## src/rtl/bloom_pkg.sv

```systemverilog
// Shared types and sizing helpers for the bloom table write controller.
package bloom_pkg;
  typedef enum logic [1:0] {ST_IDLE, ST_WRITE, ST_CLEAR} state_e;

  function automatic int len_cnt(input int min_s, input int max_s);
    return max_s - min_s + 1;
  endfunction

  // Never narrower than one bit, so a single-bank build still has a legal port.
  function automatic int len_idx_w(input int min_s, input int max_s);
    int c;
    c = len_cnt(min_s, max_s);
    return (c > 1) ? $clog2(c) : 1;
  endfunction
endpackage

```

## src/rtl/bloom_setting_if.sv

```systemverilog
// Settings/command bundle between the application and the bloom table write controller.
interface bloom_setting_if #(
  parameter int LEN_W      = 8,
  parameter int HASH_CNT   = 10,
  parameter int HASH_WIDTH = 12
) ();
  logic [LEN_W-1:0]                     str_len;
  logic [HASH_CNT-1:0][HASH_WIDTH-1:0]  hash;
  logic [HASH_CNT-1:0]                  hash_mask_val;
  logic                                 wr_data;
  logic                                 wr_stb;
  logic                                 full_clr_stb;
  logic                                 ready;
  logic                                 full_clr_done;

  modport app  (input str_len, hash, hash_mask_val, wr_data, wr_stb, full_clr_stb,
                output ready, full_clr_done);
  modport host (output str_len, hash, hash_mask_val, wr_data, wr_stb, full_clr_stb,
                input ready, full_clr_done);
endinterface

```

## src/rtl/bloom_clr_cnt.sv

```systemverilog
// Nested clear counter: address is the inner count, length bank the outer one.
module bloom_clr_cnt #(
  parameter int ADDR_W   = 12,
  parameter int BANK_W   = 5,
  parameter int BANK_CNT = 29
) (
  input  logic              clk_i,
  input  logic              rst_n_i,
  input  logic              start,
  input  logic              enable,
  output logic [ADDR_W-1:0] addr,
  output logic [BANK_W-1:0] bank,
  output logic              last
);
  localparam logic [BANK_W-1:0] BANK_MAX = BANK_W'(BANK_CNT - 1);

  assign last = (addr == '1) && (bank == BANK_MAX);

  always_ff @(posedge clk_i or negedge rst_n_i) begin
    if (!rst_n_i) begin
      addr <= '0;
      bank <= '0;
    end else if (start) begin
      addr <= '0;
      bank <= '0;
    end else if (enable) begin
      if (addr == '1) begin
        addr <= '0;
        bank <= (bank == BANK_MAX) ? '0 : bank + 1'b1;
      end else begin
        addr <= addr + 1'b1;
      end
    end
  end
endmodule

```

## src/rtl/bloom_table_wr_ctrl.sv

```systemverilog
// Bloom table write controller: single-bit inserts/removes and a full-table clear sweep.
// Define BLOOM_CLR_ON_RESET_EN to run a full clear automatically after reset release.
module bloom_table_wr_ctrl
  import bloom_pkg::*;
#(
  parameter int MIN_S      = 4,
  parameter int MAX_S      = 32,
  parameter int HASH_CNT   = 10,
  parameter int HASH_WIDTH = 12
) (
  input  logic                                  clk_i,
  input  logic                                  rst_n_i,
  bloom_setting_if.app                          settings,
  output logic [HASH_CNT-1:0]                   mem_wr_en_o,
  output logic [len_idx_w(MIN_S, MAX_S)-1:0]    mem_wr_len_o,
  output logic [HASH_CNT-1:0][HASH_WIDTH-1:0]   mem_wr_addr_o,
  output logic                                  mem_wr_data_o,
  output logic                                  err_len_o
);
  localparam int LW = len_idx_w(MIN_S, MAX_S);
  localparam int LC = len_cnt(MIN_S, MAX_S);

  state_e                              state_q, state_d;
  logic                                init_pend;
  logic                                ready, clr_go, wr_acc, in_range;
  logic                                clr_last, done_q;
  logic [HASH_WIDTH-1:0]               clr_addr;
  logic [LW-1:0]                       clr_bank;
  logic [HASH_CNT-1:0][HASH_WIDTH-1:0] hash_q;
  logic [HASH_CNT-1:0]                 mask_q;
  logic [LW-1:0]                       len_idx_q;
  logic                                len_ok_q, data_q;

`ifdef BLOOM_CLR_ON_RESET_EN
  // Held until the post-reset clear has been launched; keeps ready low meanwhile.
  always_ff @(posedge clk_i or negedge rst_n_i) begin
    if (!rst_n_i)    init_pend <= 1'b1;
    else if (clr_go) init_pend <= 1'b0;
  end
`else
  assign init_pend = 1'b0;
`endif

  assign ready    = (state_q == ST_IDLE) && !init_pend;
  assign clr_go   = (ready && settings.full_clr_stb) || ((state_q == ST_IDLE) && init_pend);
  assign wr_acc   = ready && settings.wr_stb && !settings.full_clr_stb;
  assign in_range = (int'(settings.str_len) >= MIN_S) && (int'(settings.str_len) <= MAX_S);

  assign settings.ready         = ready;
  assign settings.full_clr_done = done_q;

  bloom_clr_cnt #(.ADDR_W(HASH_WIDTH), .BANK_W(LW), .BANK_CNT(LC)) u_clr_cnt (
    .clk_i   (clk_i),
    .rst_n_i (rst_n_i),
    .start   (clr_go),
    .enable  (state_q == ST_CLEAR),
    .addr    (clr_addr),
    .bank    (clr_bank),
    .last    (clr_last)
  );

  always_ff @(posedge clk_i or negedge rst_n_i) begin
    if (!rst_n_i) state_q <= ST_IDLE;
    else          state_q <= state_d;
  end

  always_comb begin
    state_d = state_q;
    case (state_q)
      ST_IDLE:  if (clr_go) state_d = ST_CLEAR;
                else if (wr_acc) state_d = ST_WRITE;
      ST_WRITE: state_d = ST_IDLE;
      ST_CLEAR: if (clr_last) state_d = ST_IDLE;
      default:  state_d = ST_IDLE;
    endcase
  end

  always_ff @(posedge clk_i or negedge rst_n_i) begin
    if (!rst_n_i) begin
      hash_q    <= '0;
      mask_q    <= '0;
      len_idx_q <= '0;
      len_ok_q  <= 1'b0;
      data_q    <= 1'b0;
    end else if (wr_acc) begin
      hash_q    <= settings.hash;
      mask_q    <= settings.hash_mask_val;
      len_idx_q <= in_range ? LW'(int'(settings.str_len) - MIN_S) : '0;
      len_ok_q  <= in_range;
      data_q    <= settings.wr_data;
    end
  end

  always_ff @(posedge clk_i or negedge rst_n_i) begin
    if (!rst_n_i) begin
      err_len_o <= 1'b0;
      done_q    <= 1'b0;
    end else begin
      if ((state_q == ST_CLEAR) && clr_last) err_len_o <= 1'b0;
      else if (wr_acc && !in_range)          err_len_o <= 1'b1;
      if (clr_go)                                 done_q <= 1'b0;
      else if ((state_q == ST_CLEAR) && clr_last) done_q <= 1'b1;
    end
  end

  always_comb begin
    mem_wr_en_o   = '0;
    mem_wr_len_o  = '0;
    mem_wr_addr_o = '0;
    mem_wr_data_o = 1'b0;
    case (state_q)
      ST_WRITE: begin
        mem_wr_en_o   = len_ok_q ? mask_q : '0;
        mem_wr_len_o  = len_idx_q;
        mem_wr_addr_o = hash_q;
        mem_wr_data_o = data_q;
      end
      ST_CLEAR: begin
        mem_wr_en_o  = '1;
        mem_wr_len_o = clr_bank;
        for (int i = 0; i < HASH_CNT; i++) mem_wr_addr_o[i] = clr_addr;
      end
      default: ;
    endcase
  end
endmodule
```

## src/flat_wrapper.sv

```systemverilog
// flat-port wrapper written by rule: the top's interface ports become plain ports
module bloom_table_wr_ctrl_flat import bloom_pkg::*;
#(
  parameter int MIN_S      = 4,
  parameter int MAX_S      = 32,
  parameter int HASH_CNT   = 10,
  parameter int HASH_WIDTH = 12
)
  (clk_i, rst_n_i, mem_wr_en_o, mem_wr_len_o, mem_wr_addr_o, mem_wr_data_o, err_len_o, settings_str_len, settings_hash, settings_hash_mask_val, settings_wr_data, settings_wr_stb, settings_full_clr_stb, settings_ready, settings_full_clr_done);
  bloom_setting_if #(.HASH_CNT(HASH_CNT), .HASH_WIDTH(HASH_WIDTH)) settings_i ();
  input  logic clk_i;
  input  logic rst_n_i;
  output logic [HASH_CNT-1:0] mem_wr_en_o;
  output logic [len_idx_w(MIN_S, MAX_S)-1:0] mem_wr_len_o;
  output logic [HASH_CNT-1:0][HASH_WIDTH-1:0] mem_wr_addr_o;
  output logic mem_wr_data_o;
  output logic err_len_o;
  input wire logic [$bits(settings_i.str_len)-1:0] settings_str_len;
  input wire logic [$bits(settings_i.hash)-1:0] settings_hash;
  input wire logic [$bits(settings_i.hash_mask_val)-1:0] settings_hash_mask_val;
  input wire logic [$bits(settings_i.wr_data)-1:0] settings_wr_data;
  input wire logic [$bits(settings_i.wr_stb)-1:0] settings_wr_stb;
  input wire logic [$bits(settings_i.full_clr_stb)-1:0] settings_full_clr_stb;
  output wire logic [$bits(settings_i.ready)-1:0] settings_ready;
  output wire logic [$bits(settings_i.full_clr_done)-1:0] settings_full_clr_done;
  assign settings_i.str_len = settings_str_len;
  assign settings_i.hash = settings_hash;
  assign settings_i.hash_mask_val = settings_hash_mask_val;
  assign settings_i.wr_data = settings_wr_data;
  assign settings_i.wr_stb = settings_wr_stb;
  assign settings_i.full_clr_stb = settings_full_clr_stb;
  assign settings_ready = settings_i.ready;
  assign settings_full_clr_done = settings_i.full_clr_done;
  bloom_table_wr_ctrl #(.MIN_S(MIN_S), .MAX_S(MAX_S), .HASH_CNT(HASH_CNT), .HASH_WIDTH(HASH_WIDTH)) u_core (.clk_i(clk_i), .rst_n_i(rst_n_i), .settings(settings_i), .mem_wr_en_o(mem_wr_en_o), .mem_wr_len_o(mem_wr_len_o), .mem_wr_addr_o(mem_wr_addr_o), .mem_wr_data_o(mem_wr_data_o), .err_len_o(err_len_o));
endmodule
```

## config.mk

```make
export PLATFORM = sky130hd
export DESIGN_NAME = bloom_table_wr_ctrl_flat
export DESIGN_NICKNAME = d
export VERILOG_FILES = /design/src/rtl/bloom_pkg.sv /design/src/rtl/bloom_setting_if.sv /design/src/rtl/bloom_clr_cnt.sv /design/src/rtl/bloom_table_wr_ctrl.sv /design/src/flat_wrapper.sv
export SDC_FILE = /design/constraint.sdc
export NUM_CORES = 1
export LEC_CHECK = 0
export CAP_MARGIN = 10
export CORE_UTILIZATION = 24
export CTS_CLUSTER_DIAMETER = 120
export DETAILED_ROUTE_END_ITERATION = 7
export PLACE_DENSITY = 0.46
export SYNTH_ARGS = -nofsm -noshare
export SYNTH_HDL_FRONTEND = slang
export SYNTH_SLANG_ARGS = --single-unit
```

## constraint.sdc

```tcl
create_clock -name clk_i -period 3.2 [get_ports clk_i]
set_input_delay 0.96 -clock clk_i [delete_from_list [all_inputs] [get_ports clk_i]]
set_output_delay 0.96 -clock clk_i [all_outputs]
set_load 0.05 [all_outputs]
```

==> impl_metrics.toml <==
[run_status]
run_status = "finished, final reports clean"

[global_routing]
groute.layer.met3.usage = 0.0667
gr_busiest_metal = "met2"
grt_pass1_vias = 7845
grt_pass1_wl_um = 48900
grt_util_met2 = 0.304
grt_antenna_before_repair = 0
grt.overflow.total = 0
pin_count_of_the_biggest_net_entering_global_routing = 74
grt.total_usage = 0.193
grtUsageMet1 = 0.246

[floorplanning]
die_y_um = 185
num_io_pins = 282
floorplan.die.width_um = 185
floorplan.initialDensity = 0.246
die_area_um2 = 34300
core_area_um2 = 32800
rows = 66

[job]
max_cap_violations = 0

[logic_synthesis]
synth.ff_latch_count = 158
netlist_instances = 1028
synth-async-reset-ratio = 1.00
average_instance_area_after_synthesis_um2 = 7.84
number_of_flops_mapped_to_enable_cells_by_yosys = 0
yosysSeqAreaShare = 0.491
syn_nets = 1180
yosys_warnings = 0
ys.flop_type = "sky130_fd_sc_hd__dfrtp_1"
ys_types = 36
cell_area_synth_um2 = 8060

[worst_setup_path]
critPathArrivalTime_ns = 2.17
critPathKind = "flip-flop to output pin"
critical_path_peak_fanout = 19
end_kind = "output pin"
cp_data_required_time_ns = 2.24
cp-start-kind = "flip-flop"

[timing]
fmax_ghz = 0.320
relSlewSlack = 0.536
hold_viol_final = 0
rsz0062_at_grt = "true"
final_cycle_share = 0.978
postLayoutSetupSlackWorst_ns = 0.0710
worst-slew-pin-transition_ns = 0.687
report.final.slew_viol_count = 0
final.setup.tns_ns = 0
skew_ns = 0.00910
final-setup-viol-count = 0
final_period_minus_worst_setup_slack_ns = 3.13

[layout]
layout-area-overhead-vs-synth_pct = 70.9
finalInstanceArea_um2 = 13800
fraction_of_layout_instances_using_a_drive_strength_above_1 = 0.195
final_nets = 1450
layout.cells.most_common_list = "sky130_fd_sc_hd__nand2_1, sky130_fd_sc_hd__dfrtp_1, sky130_fd_sc_hd__clkdlybuf4s50_1"
final_common_cell = "sky130_fd_sc_hd__nand2_1"
layout.filler_cells = 3294

[cts]
tritoncts_num_sinks = 158
h-tree-depth = 4
cts_made_buffers = 17
cts_max_path_bufs = 2
hold_buffers = 0
clkLatencyLatePin_ns = 0.43
clkSlewWorstSetupHoldPaths_ns = 0.06
cts-root-buf = "sky130_fd_sc_hd__clkbuf_16"
tritoncts = "done"

[placement]
placedInstanceArea_um2 = 12900
place_worst_setup_slack_ns = 0.119
io_buffer_count = 281
gpl.final_weighted_congestion = 0.761
detailedPlacementHpwl_um = 22000

[pwr]
leakagePower_uw = 0.00660
worst_ir_drop_vdd_v = 0.000335
power_density_nw_per_um2 = 315

[route]
drc = 0
route.antenna.remaining_nets = 0
wl_um = 32400
vias = 7839
detail_route.first_pass.iterations = 4
dr.first_iter.drc_count = 466
avgViaCountPerCell = 4.47
wl_per_cell_um = 18.5

[worst_hold_path]
min_path_type = "flip-flop to flip-flop"
==> metal layers <==
| metal | part of all wire | vias to the layer above |
|---|---|---|
| li1 | - | 3813 |
| met1 | 0.44 | 3778 |
| met2 | 0.46 | 219 |
| met3 | 0.081 | 29 |
| met4 | 0.023 | 0 |
| met5 | 0 | - |
==> critical path, cell delays in order (launching register included) <==
cell and delay (ns):
sky130_fd_sc_hd__dfrtp_1 0.42, sky130_fd_sc_hd__inv_1 0.17, sky130_fd_sc_hd__ha_4 0.20, sky130_fd_sc_hd__buf_12 0.18, sky130_fd_sc_hd__nand2_1 0.16, sky130_fd_sc_hd__buf_12 0.20
sky130_fd_sc_hd__a21boi_1 0.23, sky130_fd_sc_hd__buf_12 0.18
==> cell usage after synthesis, types with 3 or more instances <==
cell type	n	area [µm²]
sky130_fd_sc_hd__buf_1	3	11.3
sky130_fd_sc_hd__inv_1	10	37.5
sky130_fd_sc_hd__or3_1	5	31.3
sky130_fd_sc_hd__and2_1	4	25.0
sky130_fd_sc_hd__ha_1	9	113
sky130_fd_sc_hd__nor3_1	3	15.0
sky130_fd_sc_hd__nand2b_1	3	18.8
sky130_fd_sc_hd__xnor2_1	6	52.6
sky130_fd_sc_hd__nand3_1	7	35.0
sky130_fd_sc_hd__dfrtp_1	158	3950
sky130_fd_sc_hd__clkbuf_1	61	229
sky130_fd_sc_hd__a22oi_1	5	37.5
sky130_fd_sc_hd__a21oi_1	24	120
sky130_fd_sc_hd__nor2b_1	16	100
sky130_fd_sc_hd__o21ai_0	9	45.0
sky130_fd_sc_hd__nor2_1	13	48.8
sky130_fd_sc_hd__o31ai_1	4	30.0
sky130_fd_sc_hd__nand2_1	542	2030
sky130_fd_sc_hd__a21boi_0	121	908
sky130_fd_sc_hd__nand4_1	4	25.0
==> cell families after synthesis <==
| kind of cell | Yosys count | synth area share |
|---|---|---|
| adders and majority gates | 9 | 0.0140 |
| buffers and inverters | 76 | 0.0357 |
| AOI/OAI and AO/OA | 167 | 0.146 |
| and+or+nand+nor | 610 | 0.305 |
| xor gates and xnor gates | 8 | 0.00870 |
| DFF | 158 | 0.491 |
==> final cells by class <==
type,instances,area (µm²),area share
Antenna cell,1,2.50,0.000182
Clock buffer,21,450,0.0327
Clock inverter,10,140,0.0102
Inverter,10,37.5,0.00273
Multi-Input combinational cell,794,4040,0.293
Sequential cell,158,3950,0.287
Tap cell,442,553,0.0402
Timing Repair Buffer,317,4590,0.334
==> metrics by stage <==
| step | power, µW | cells | hold WS [ns] | util |
|---|---|---|---|---|
| after global placement | 2280 | 1719 | 0.452 | 0.395 |
| final | 4330 | 1753 | 0.473 | 0.420 |
| after global routing | 4490 | 1752 | 0.489 | 0.420 |
| after CTS | 4400 | 1750 | 0.473 | 0.414 |
| after detailed placement | 2270 | 1719 | 0.462 | 0.395 |
| after floorplan | 2040 | 1028 | 0.438 | - |
==> worst paths after layout <==
path | startpoint | endpoint | slack [ns] | cells after the start
setup reg to reg | u_core.state_q[0]$_DFFE_PN0P_ | u_core.u_clr_cnt.bank[3]$_DFFE_PN0P_ | 0.93 | 7
max in group asynchronous | rst_n_i | u_core.hash_q[7]$_DFFE_PN0P_ | 1.97 | 2
hold / removal | u_core.hash_q[102]$_DFFE_PN0P_ | u_core.hash_q[102]$_DFFE_PN0P_ | 0.47 | 2
setup / recovery | u_core.state_q[0]$_DFFE_PN0P_ | mem_wr_addr_o[69] | 0.07 | 7
hold reg to reg | u_core.hash_q[102]$_DFFE_PN0P_ | u_core.hash_q[102]$_DFFE_PN0P_ | 0.47 | 2
min in group asynchronous | rst_n_i | u_core.hash_q[57]$_DFFE_PN0P_ | 0.48 | 1
==> registers in the layout (all words and copies together), names as in the netlist <==
| register | cells |
|---|---|
| u_core.data_q | 1 |
| u_core.state_q | 2 |
| u_core.settings.full_clr_done | 1 |
| u_core.u_clr_cnt.addr | 12 |
| u_core.len_idx_q | 5 |
| u_core.err_len_o | 1 |
| u_core.u_clr_cnt.bank | 5 |
| u_core.len_ok_q | 1 |
| u_core.mask_q | 10 |
| u_core.hash_q | 120 |
==> where the power goes <==
| part | switching [µW] | internal [µW] | total, µW |
|---|---|---|---|
| registers | 0 | 2000 | 2000 |
| clock network | 856 | 1240 | 2100 |
| logic | 74.9 | 161 | 236 |
==> timing repair <==
| action | in CTS | in global routing |
|---|---|---|
| hold endpoints to repair | 0 | 0 |
| gates cloned | 0 | 1 |
| pin swaps | 0 | 1 |
| gates resized for setup | 40 | 42 |
| buffers inserted | 0 | 1 |
| setup endpoints to repair | 41 | 109 |
Power figures use the tool's default switching activity.
